### src/rtl/road_rage_pkg.sv
// Shared types and constants for the Road Rage HUD timing blocks.
package road_rage_pkg;

    localparam int CLK_HZ = 50000000;

    typedef enum logic [1:0] {
        IDLE   = 2'd0,
        RUN    = 2'd1,
        PAUSED = 2'd2,
        OVER   = 2'd3
    } timer_state_t;

    typedef logic [3:0] bcd_digit_t;

    // Two-digit BCD increment; the caller guarantees the result stays in range.
    function automatic logic [7:0] bcd_inc(input bcd_digit_t tens, input bcd_digit_t ones);
        logic [7:0] res;
        if (ones == 4'd9) begin
            res = {tens + 4'd1, 4'd0};
        end else begin
            res = {tens, ones + 4'd1};
        end
        return res;
    endfunction

endpackage

### src/rtl/bcd_game_timer_if.sv
// Control and display bundle between game logic and the BCD game timer.
interface bcd_game_timer_if;
    import road_rage_pkg::*;

    logic       start;
    logic       pause;
    logic       clear;
    logic       collision;
    bcd_digit_t ones;
    bcd_digit_t tens;
    logic       running;
    logic       done;
    logic       sec_pulse;

    modport master (
        output start, pause, clear, collision,
        input  ones, tens, running, done, sec_pulse
    );

    modport slave (
        input  start, pause, clear, collision,
        output ones, tens, running, done, sec_pulse
    );

endinterface

### src/rtl/tick_prescaler.sv
// Divides the system clock down to a one-cycle tick every N enabled cycles.
module tick_prescaler #(
    parameter int N = road_rage_pkg::CLK_HZ
) (
    input  logic CLOCK_50,
    input  logic reset,
    input  logic en,
    input  logic sync_clr,
    output logic tick
);
    localparam int         W    = (N > 1) ? $clog2(N) : 1;
    localparam logic [W-1:0] LAST = W'(N - 1);

    logic [W-1:0] cnt_r;

    assign tick = en && (cnt_r == LAST);

    // Prescaler count: advances only when enabled, otherwise holds its phase.
    always_ff @(posedge CLOCK_50 or posedge reset) begin
        if (reset) begin
            cnt_r <= '0;
        end else if (sync_clr) begin
            cnt_r <= '0;
        end else if (en) begin
            cnt_r <= tick ? '0 : cnt_r + 1'b1;
        end
    end

endmodule

### src/rtl/bcd_game_timer.sv
// Game elapsed-time counter: two saturating BCD digits with start/pause/clear/game-over control.
module bcd_game_timer
    import road_rage_pkg::*;
#(
    parameter int TICKS_PER_SEC = CLK_HZ,
    parameter int MAX_TENS      = 9
) (
    input  logic             CLOCK_50,
    input  logic             reset,
    bcd_game_timer_if.slave  bus
);
    localparam bcd_digit_t TOP_TENS = 4'(MAX_TENS);

    timer_state_t state_r, state_s;
    bcd_digit_t   ones_r, tens_r, ones_s, tens_s;
    logic         pulse_r, pulse_s;
    logic         running_r, done_r;
    logic         run_s, tick_s, at_max_s;

    assign run_s = (state_r == RUN);

    tick_prescaler #(.N(TICKS_PER_SEC)) u_prescaler (
        .CLOCK_50 (CLOCK_50),
        .reset    (reset),
        .en       (run_s),
        .sync_clr (bus.clear),
        .tick     (tick_s)
    );

    // Next-state, digit and pulse logic; clear beats collision beats pause beats start.
    always_comb begin
        state_s  = state_r;
        ones_s   = ones_r;
        tens_s   = tens_r;
        pulse_s  = 1'b0;
        at_max_s = (tens_r == TOP_TENS) && (ones_r == 4'd9);
        if (bus.clear) begin
            state_s = IDLE;
            ones_s  = 4'd0;
            tens_s  = 4'd0;
        end else begin
            case (state_r)
                IDLE: begin
                    if (bus.collision) begin
                        state_s = OVER;
                    end else if (bus.start) begin
                        state_s = RUN;
                    end else begin
                        state_s = IDLE;
                    end
                end
                RUN: begin
                    if (bus.collision) begin
                        state_s = OVER;
                    end else if (tick_s && at_max_s) begin
                        state_s = OVER;
                    end else begin
                        // A tick coinciding with pause still lands before freezing.
                        if (tick_s) begin
                            {tens_s, ones_s} = bcd_inc(tens_r, ones_r);
                            pulse_s          = 1'b1;
                        end else begin
                            pulse_s = 1'b0;
                        end
                        if (bus.pause) begin
                            state_s = PAUSED;
                        end else begin
                            state_s = RUN;
                        end
                    end
                end
                PAUSED: begin
                    if (bus.collision) begin
                        state_s = OVER;
                    end else if (bus.start && !bus.pause) begin
                        state_s = RUN;
                    end else begin
                        state_s = PAUSED;
                    end
                end
                OVER: begin
                    state_s = OVER;
                end
                default: begin
                    state_s = IDLE;
                    ones_s  = 4'd0;
                    tens_s  = 4'd0;
                end
            endcase
        end
    end

    // State, digit and status registers.
    always_ff @(posedge CLOCK_50 or posedge reset) begin
        if (reset) begin
            state_r   <= IDLE;
            ones_r    <= 4'd0;
            tens_r    <= 4'd0;
            pulse_r   <= 1'b0;
            running_r <= 1'b0;
            done_r    <= 1'b0;
        end else begin
            state_r   <= state_s;
            ones_r    <= ones_s;
            tens_r    <= tens_s;
            pulse_r   <= pulse_s;
            running_r <= (state_s == RUN);
            done_r    <= (state_s == OVER);
        end
    end

    assign bus.ones      = ones_r;
    assign bus.tens      = tens_r;
    assign bus.sec_pulse = pulse_r;
    assign bus.running   = running_r;
    assign bus.done      = done_r;

endmodule

### src/flat_wrapper.sv
// flat-port wrapper written by rule: the top's interface ports become plain ports
module bcd_game_timer_flat import road_rage_pkg::*;
#(
    parameter int TICKS_PER_SEC = CLK_HZ,
    parameter int MAX_TENS      = 9
)
  (CLOCK_50, reset, bus_start, bus_pause, bus_clear, bus_collision, bus_ones, bus_tens, bus_running, bus_done, bus_sec_pulse);
  bcd_game_timer_if bus_i ();
  input  logic CLOCK_50;
  input  logic reset;
  input wire logic [$bits(bus_i.start)-1:0] bus_start;
  input wire logic [$bits(bus_i.pause)-1:0] bus_pause;
  input wire logic [$bits(bus_i.clear)-1:0] bus_clear;
  input wire logic [$bits(bus_i.collision)-1:0] bus_collision;
  output wire logic [$bits(bus_i.ones)-1:0] bus_ones;
  output wire logic [$bits(bus_i.tens)-1:0] bus_tens;
  output wire logic [$bits(bus_i.running)-1:0] bus_running;
  output wire logic [$bits(bus_i.done)-1:0] bus_done;
  output wire logic [$bits(bus_i.sec_pulse)-1:0] bus_sec_pulse;
  assign bus_i.start = bus_start;
  assign bus_i.pause = bus_pause;
  assign bus_i.clear = bus_clear;
  assign bus_i.collision = bus_collision;
  assign bus_ones = bus_i.ones;
  assign bus_tens = bus_i.tens;
  assign bus_running = bus_i.running;
  assign bus_done = bus_i.done;
  assign bus_sec_pulse = bus_i.sec_pulse;
  bcd_game_timer #(.TICKS_PER_SEC(TICKS_PER_SEC), .MAX_TENS(MAX_TENS)) u_core (.CLOCK_50(CLOCK_50), .reset(reset), .bus(bus_i));
endmodule
### config.mk
export PLATFORM = sky130hd
export DESIGN_NAME = bcd_game_timer_flat
export DESIGN_NICKNAME = d
export VERILOG_FILES = /design/src/rtl/road_rage_pkg.sv /design/src/rtl/bcd_game_timer_if.sv /design/src/rtl/tick_prescaler.sv /design/src/rtl/bcd_game_timer.sv /design/src/flat_wrapper.sv
export SDC_FILE = /design/constraint.sdc
export NUM_CORES = 1
export LEC_CHECK = 0
export CORE_UTILIZATION = 30
export DETAILED_ROUTE_END_ITERATION = 16
export HOLD_SLACK_MARGIN = 0.08
export PLACE_DENSITY_LB_ADDON = 0.3
export SLEW_MARGIN = 25
export SYNTH_ARGS = -nofsm -noshare
export SYNTH_HDL_FRONTEND = slang
export SYNTH_SLANG_ARGS = --single-unit
export TNS_END_PERCENT = 100
### constraint.sdc
create_clock -name CLOCK_50 -period 4.5 [get_ports CLOCK_50]
set_input_delay 0.45 -clock CLOCK_50 [delete_from_list [all_inputs] [get_ports CLOCK_50]]
set_output_delay 0.45 -clock CLOCK_50 [all_outputs]
set_load 0.005 [all_outputs]
== Word level (Yosys, flattened, before mapping) ==
Cells that the tools add are included.
Storage, ports and cells
  output and inout port bits: 11
  logic and storage cells: 59
  register bits: 39
  memories kept: 0
  RAM bits: 0
  bits of input ports: 6
  latch bits: 0
  bits in read-only memories: 0
Cells by class
  shifts and indexed selects: 0
  magnitude comparators: 0
  reduce and logical (&&, ||, !) cells: 11
  bitwise logic cells: 0
  equality and inequality tests: 10
  mux-type cells: 28
  add/sub/neg operators: 3
  multiply operators: 0
  divide/modulo/power cells: 0
Operator list (count)
  2-to-1 mux 26 bit: 3
  2-to-1 mux 4 bit: 10
  adder 26 x 1 -> 26 bit (second input constant): 1
  equality test 26 bit (second input constant): 1
  2-to-1 mux 2 bit: 7
  adder 4 x 1 -> 4 bit (second input constant): 2
  equality test 4 bit (second input constant): 2
  2-to-1 mux 8 bit: 1
  one-hot mux 2 bit (4 select lines): 1
  equality test 2 bit (second input constant): 3
  2-to-1 mux 1 bit: 6
  nonzero test 2 bit: 3
  AND reduction 5 bit: 1
  equality test 2 x 1 -> 1 bit (second input constant): 2
  logical AND 1 bit: 4
  != test 2 bit (second input constant): 2
  AND reduction 4 bit: 1
  logical NOT 2 bit: 1
  logical NOT 1 bit: 1

== Depth between registers and ports, before layout ==
Gate-level depths: netlist (run 1).
  word-level depth: 8
  mapped depth: 8
  depth with buffers taken out: 7

== By module ==
From an unflattened synthesis (run 1), not the netlist that was laid out.
Unflattened totals
  cells, all modules: 228
  area total of the unflattened synthesis: 2182.1 um^2
By module, submodules not included
  tick_prescaler: times used 1, cells an instance 156, area each 1446.4 um^2, sequential area each 650.6 um^2
  bcd_game_timer: times used 1, cells an instance 72, area each 735.7 um^2, sequential area each 325.3 um^2

== Least setup slack after synthesis (run 1) ==
OpenSTA, ideal clock, no wires.
  kind: register to register
  from: reg u_core.u_prescaler.cnt_r[0]
  to: reg u_core.ones_r[3], in the netlist u_core.bus.ones[3]
  slack: 2.154 ns
  stages on the path, launching flop included: 8
  library setup time: 0.082 ns
  arrival time: 2.264 ns
  path buffers: 1
  required time: 4.418 ns
  clock period less this slack: 2.346 ns
  cells stage by stage: dfrtp_1 -> ha_1 -> nand2_1 -> or4_1 -> clkbuf_2 -> or3_4 -> or4b_1 -> a31oi_1
Between the ends
  word-level cells in the longest chain between the ends: 5
  elaborated cells on any way between the ends: 6
  those cells by class: eq/ne: 2; reduce/logical: 4
RTL lines
  start, declared: line tick_prescaler.sv:14  | logic [W-1:0] cnt_r;
  start signal, assigned: line tick_prescaler.sv:25  | cnt_r <= tick ? '0 : cnt_r + 1'b1;
  equality test 26 bit (*): line tick_prescaler.sv:16  | assign tick = en && (cnt_r == LAST);
  logical AND 1 bit (*): line tick_prescaler.sv:16
  logical AND 1 bit: line bcd_game_timer.sv:55  | end else if (tick_s && at_max_s) begin
  != test 2 bit (no source line)
  AND reduction 4 bit (no source line) (*)
  end signal, assigned: line bcd_game_timer.sv:104  | ones_r <= ones_s;
  end, declared: line bcd_game_timer.sv:15  | bcd_digit_t ones_r, tens_r, ones_s, tens_s;
Mark *: on every way between the ends. The rest lies on a longest branch, timed or not.
A chain may end at the register's enable or synchronous reset.

== Worst setup path in the final report (run 1) ==
Same ends and word-level chain as after synthesis.

==> results.cfg, run 1 <==
[power_and_ir_drop]
power_density_nw_per_um2 = 277
clkPwrFrac_pct = 39.4
p_leak_uw = 0.000972
p_switching_uw = 157
intPower_uw = 512
switching_share_pct = 23.5
combPwrFrac_pct = 6.7
seq_power_share_pct = 53.9
ir_drop_uv = 96.1

[critical_path]
cp.depth = 6
cpLargestDelayFamily = simple AND/OR/NAND/NOR gates
arrival_ps = 2820
end_kind = flip-flop
crit_buf_inv = 0
worst-path-max-fanout = 7
crit_path_top_delay_cell = or4_1
reg2regPathDepth = 6
crit_required_ps = 4700
cp-start-kind = flip-flop
crit_path_max_incr_delay_ps = 650
path_class = reg -> reg
crit_path_cell_trace = ha_1 -> nand2_1 -> or4_1 -> or3_4 -> or4b_1 -> a31oi_1

[route]
firstDrtPassIters = 4
wl_mm = 4.41
final_antenna_net_count = 0
drtIter0Drc = 60
dr_total_vias = 1662
drc = 0
drt-vias-per-instance = 5.21
routedWlPerCell_um = 13.8

[cts]
cts_tree = yes
root_buffer = clkbuf_8
ctsResizeCount = 0
clkTransAtPathRegs_ps = 80
clock_sinks = 39
post_cts_buffers = 0
cts_hold_buf = 0
cts_buffer_depth = 2
clk_latency_ps = 300
cts_inserted_buffers = 5
htreeDepth = 2

[placed_design]
dpl-instance-area_um2 = 2310
dp_slack_ps = 1650
place_congestion = 0.816
io_buffers = 16
hpwl_mm = 3.07

[synthesis]
synth_warnings = 0
synthDistinctLibCells = 44
synthArstFlopShare_pct = 100
synth-edff-count = 0
syn-num-nets = 234
synth-seq-cells = 39
synth_area_um2 = 2070
synth-seq-area-share_pct = 47.1
netlist_instances = 223
syn_area_per_cell_um2 = 9.29
synth_flop_cell = dfrtp_1

[min_path]
hold_path_depth = 1
hold_class = reg -> reg

[global_routing]
antenna_found_initial = 0
grt_max_degree = 40
grt_pass1_vias = 1664
grt-ovfl-total = 0
grt_pass1_wl_mm = 7.77
track_usage_pct = 13.7

[timing]
period_share_pct = 58.2
fmax_mhz = 382
maxSlewHeadroom_pct = 34.1
slew_violations = 0
worst_hold_slack_ps = 503
tightestPinTransition_ps = 980
finalClockSkew_ps = 4.46
timing.setup.tns_ps = 0
rsz0062_at_grt = false
setup_slack_ps = 1880
setup_violations = 0
hold_viol = 0
fin_crit_ps = 2620

[status]
outcome = completed

[cells_and_area]
finalInstanceArea_um2 = 2410
fin_nets = 252
diodes = 0
drive_gt1_share_pct = 5.37
area_delta_synth_final_pct = 16.6

[floorplan]
placementRows = 29
die_area_um2 = 7240
die_w_um = 85.1
die_y_um = 85.1
coreArea_um2 = 6490
io_pins = 17
start_util_pct = 31.9

[run]
cap_viol_max_count = 0
-- power by group through the flow --
stage / registers, µW / logic [µW] / clock network [µW]
6_report: 361 / 44.8 / 264
5_1_grt: 361 / 50.8 / 279
4_1_cts: 361 / 45.8 / 270
3_5_place_dp: 368 / 45.7 / 0
3_3_place_gp: 368 / 45.3 / 0
2_1_floorplan: 367 / 28.6 / 0
-- registers in the layout, indices dropped and copies added, names as in the netlist --
register and count:
u_core.bus.running 1, u_core.u_prescaler.cnt_r 26, u_core.state_r 2, u_core.bus.done 1, u_core.bus.tens 4, u_core.bus.sec_pulse 1, u_core.bus.ones 4
-- per-layer routing --
layer / track usage [%] / vias to the layer above / wire length, µm
met3: 3.31 / 10 / 100
met4: 8.01 / 0 / 106
li1: - / 842 / -
met5: 0 / - / 0
met1: 20.0 / 793 / 2370
met2: 18.2 / 17 / 1830
-- stage by stage --
| stage | util, % | std cells | total power (µW) |
|---|---|---|---|
| 6_report | 37.2 | 319 | 669 |
| 5_1_grt | 37.2 | 319 | 692 |
| 4_1_cts | 37.2 | 319 | 676 |
| 3_5_place_dp | 35.6 | 311 | 413 |
| 3_3_place_gp | 35.6 | 311 | 413 |
| 2_1_floorplan | - | 223 | 395 |
-- Yosys cell counts (2+ instances only) --
cell type / count / area [µm²]
nor3_1: 6 / 30.0
nand2_1: 19 / 71.3
a21o_1: 2 / 15.0
nand3b_1: 2 / 15.0
inv_1: 10 / 37.5
nor2_1: 29 / 109
nor4_1: 4 / 25.0
nand3_1: 11 / 55.1
ha_1: 5 / 62.6
and3_1: 3 / 18.8
xnor2_1: 4 / 35.0
o21ai_0: 9 / 45.0
nand4_1: 8 / 50.1
a21oi_1: 9 / 45.0
xor2_1: 13 / 114
clkbuf_1: 6 / 22.5
mux2i_1: 2 / 20.0
dfrtp_1: 39 / 976
nor4b_1: 2 / 17.5
a31oi_1: 8 / 50.1
a211oi_1: 3 / 22.5
or3_1: 6 / 37.5
or4_1: 2 / 15.0
-- layout by cell type, fill, tap and decap left out, types with 9 or more instances in the layout --
| cell | instances |
|---|---|
| nand3_1 | 11 |
| nand2_1 | 19 |
| xor2_1 | 13 |
| clkdlybuf4s50_1 | 16 |
| dfrtp_1 | 39 |
| o21ai_0 | 9 |
| a21oi_1 | 9 |
| nor2_1 | 29 |
| inv_1 | 10 |
-- final cells by class --
class | instances | area (µm²)
clock buffer | 8 | 100
fill | 647 | 4080
inverter | 10 | 37.5
multi-input combinational | 167 | 1030
sequential | 39 | 976
tap | 77 | 96.3
timing repair buffer | 18 | 175
-- final timing paths --
| kind | startpoint | endpoint | slack, ps |
|---|---|---|---|
| worst max-delay path | u_core.u_prescaler.cnt_r[0]$_DFFE_PP0N_ | u_core.bus.ones[3]$_DFFE_PP0P_ | 1880 |
| worst min-delay path | u_core.u_prescaler.cnt_r[25]$_DFFE_PP0N_ | u_core.u_prescaler.cnt_r[25]$_DFFE_PP0N_ | 500 |
| worst max register to register | u_core.u_prescaler.cnt_r[0]$_DFFE_PP0N_ | u_core.bus.ones[3]$_DFFE_PP0P_ | 1880 |
| worst min register to register | u_core.u_prescaler.cnt_r[25]$_DFFE_PP0N_ | u_core.u_prescaler.cnt_r[25]$_DFFE_PP0N_ | 500 |
| max in group asynchronous | reset | u_core.u_prescaler.cnt_r[22]$_DFFE_PP0N_ | 3580 |
| min in group asynchronous | reset | u_core.bus.running$_DFF_PP0_ | 580 |
-- kinds of logic after synthesis --
family,after synthesis,share of synthesized area [%]
DFF,39,47.1
buffers and inverters,17,3.14
and+or+nand+nor,101,25.6
AOI/OAI and AO/OA,42,13.0
adders and majority gates,5,3.02
xor gates and xnor gates,17,7.19
muxes,2,0.967
Power figures use the tool's default switching activity.
==> inputs of run 2 (changes only) <==
clock period = 2.6 ns   (was 4.5 ns; I/O delays follow)
==> results.cfg, run 2 (synthesized netlist as in run 1, its figures left out) <==
[floorplan]
die_area_um2 = 7240
placementRows = 29
die_y_um = 85.1
die_w_um = 85.1
start_util_pct = 31.9
coreArea_um2 = 6490
io_pins = 17

[global_routing]
grt_pass1_vias = 1663
grt_max_degree = 23
grt_pass1_wl_mm = 8.00
grt-ovfl-total = 0
antenna_found_initial = 0
track_usage_pct = 14.2

[placed_design]
hpwl_mm = 3.43
io_buffers = 16
place_congestion = 0.797
dpl-instance-area_um2 = 2390

[critical_path]
worst-path-max-fanout = 4
end_kind = flip-flop
cpLargestDelayFamily = simple AND/OR/NAND/NOR gates
cp.depth = 6
crit_buf_inv = 0
path_class = reg -> reg
cp-start-kind = flip-flop
arrival_ps = 2640
crit_path_cell_trace = ha_2 -> nand2_1 -> or4_1 -> or3_4 -> or4b_1 -> a31oi_1
crit_path_max_incr_delay_ps = 560
reg2regPathDepth = 6
crit_required_ps = 2810
crit_path_top_delay_cell = or4_1

[cts]
cts_tree = yes
clk_latency_ps = 290
htreeDepth = 2
clock_sinks = 39
clkTransAtPathRegs_ps = 80
cts_inserted_buffers = 5
root_buffer = clkbuf_8
cts_buffer_depth = 2

[cells_and_area]
finalInstanceArea_um2 = 2510
diodes = 0
fin_nets = 262
mostFrequentLayoutCells = 39 x dfrtp_1, 29 x nor2_1, 19 x nand2_1
fill_cells = 650
drive_gt1_share_pct = 9.92
regMostFlops = u_core.u_prescaler.cnt_r
largest_reg_flops = 26
area_delta_synth_final_pct = 21.2
layout_commonest_cell = dfrtp_1

[timing]
period_share_pct = 93.7
setup_violations = 0
hold_viol = 0
finalClockSkew_ps = 10.7
rsz0062_at_grt = false
timing.setup.tns_ps = 0
slew_violations = 0
maxSlewHeadroom_pct = 66.8
fmax_mhz = 410
fin_crit_ps = 2440
tightestPinTransition_ps = 494

[route]
firstDrtPassIters = 4
final_antenna_net_count = 0
drt-vias-per-instance = 5.26
drtIter0Drc = 88
wl_mm = 4.67
routedWlPerCell_um = 14.2
drc = 0
dr_total_vias = 1730

[power_and_ir_drop]
power_density_nw_per_um2 = 493
ir_drop_uv = 181
p_leak_uw = 0.00103

[min_path]
hold_class = in -> async

[run]
cap_viol_max_count = 0

[status]
outcome = completed
-- run 2: cell count changes in the layout (fill, tap and decap cells not counted), sizes merged --
cell	before	now
buf	2	12
bufinv	0	1
clkbuf	8	6
clkinv	0	1
-- run 2: cell type report --
cell class | count | area [µm²] | share of cell area (%)
clock buffer | 6 | 82.6 | 3.29
clock inverter | 2 | 35.0 | 1.40
inverter | 10 | 37.5 | 1.50
multi-input combinational | 167 | 1030 | 41.1
sequential | 39 | 976 | 38.9
tap | 77 | 96.3 | 3.84
timing repair buffer | 28 | 250 | 9.97
-- run 2: final timing paths --
path | start | endpoint | slack (ps)
hold / removal | reset | u_core.u_prescaler.cnt_r[7]$_DFFE_PP0N_ | 300
hold reg to reg | u_core.u_prescaler.cnt_r[25]$_DFFE_PP0N_ | u_core.u_prescaler.cnt_r[25]$_DFFE_PP0N_ | 490
min in group CLOCK_50 | u_core.u_prescaler.cnt_r[25]$_DFFE_PP0N_ | u_core.u_prescaler.cnt_r[25]$_DFFE_PP0N_ | 490
setup reg to reg | u_core.u_prescaler.cnt_r[0]$_DFFE_PP0N_ | u_core.bus.ones[3]$_DFFE_PP0P_ | 160
max in group asynchronous | reset | u_core.u_prescaler.cnt_r[20]$_DFFE_PP0N_ | 2030
setup / recovery | u_core.u_prescaler.cnt_r[0]$_DFFE_PP0N_ | u_core.bus.ones[3]$_DFFE_PP0P_ | 160
-- run 2: per-layer routing --
metal  vias up  wire length, µm  global-route usage, %
met1       836             2420                   19.8
met5         -                0                      0
met2        24             2030                   21.4
li1        862                -                      -
met4         0               93                   6.01
met3         8              124                   2.63
-- run 2: where the power goes --
group,internal (µW),switching (µW)
logic,33.5,52.5
clock network,311,214
registers,616,9.83
total,960,276
-- run 2: worst min-delay path: stages --
cell,delay (ps)
clkdlybuf4s50_1,390
inv_1,70
buf_4,240
-- run 2: per-stage QoR --
stage               utilization [%]  total power [µW]  hold slack, ps  worst slack [ps]  instances
floorplan                         -               684             326               254        223
global placement               36.8               722             479               218        321
detailed placement             36.8               724             483               179        321
CTS                            38.6              1250             311               145        329
global route                   38.6              1290             346              9.54        329
finish                         38.6              1240             302               164        329
-- run 2: timing repair --
item	4_1_cts	5_1_grt
buffers inserted	0	0
setup endpoints to repair	0	1
gates resized for setup	0	1
hold buffers	0	0
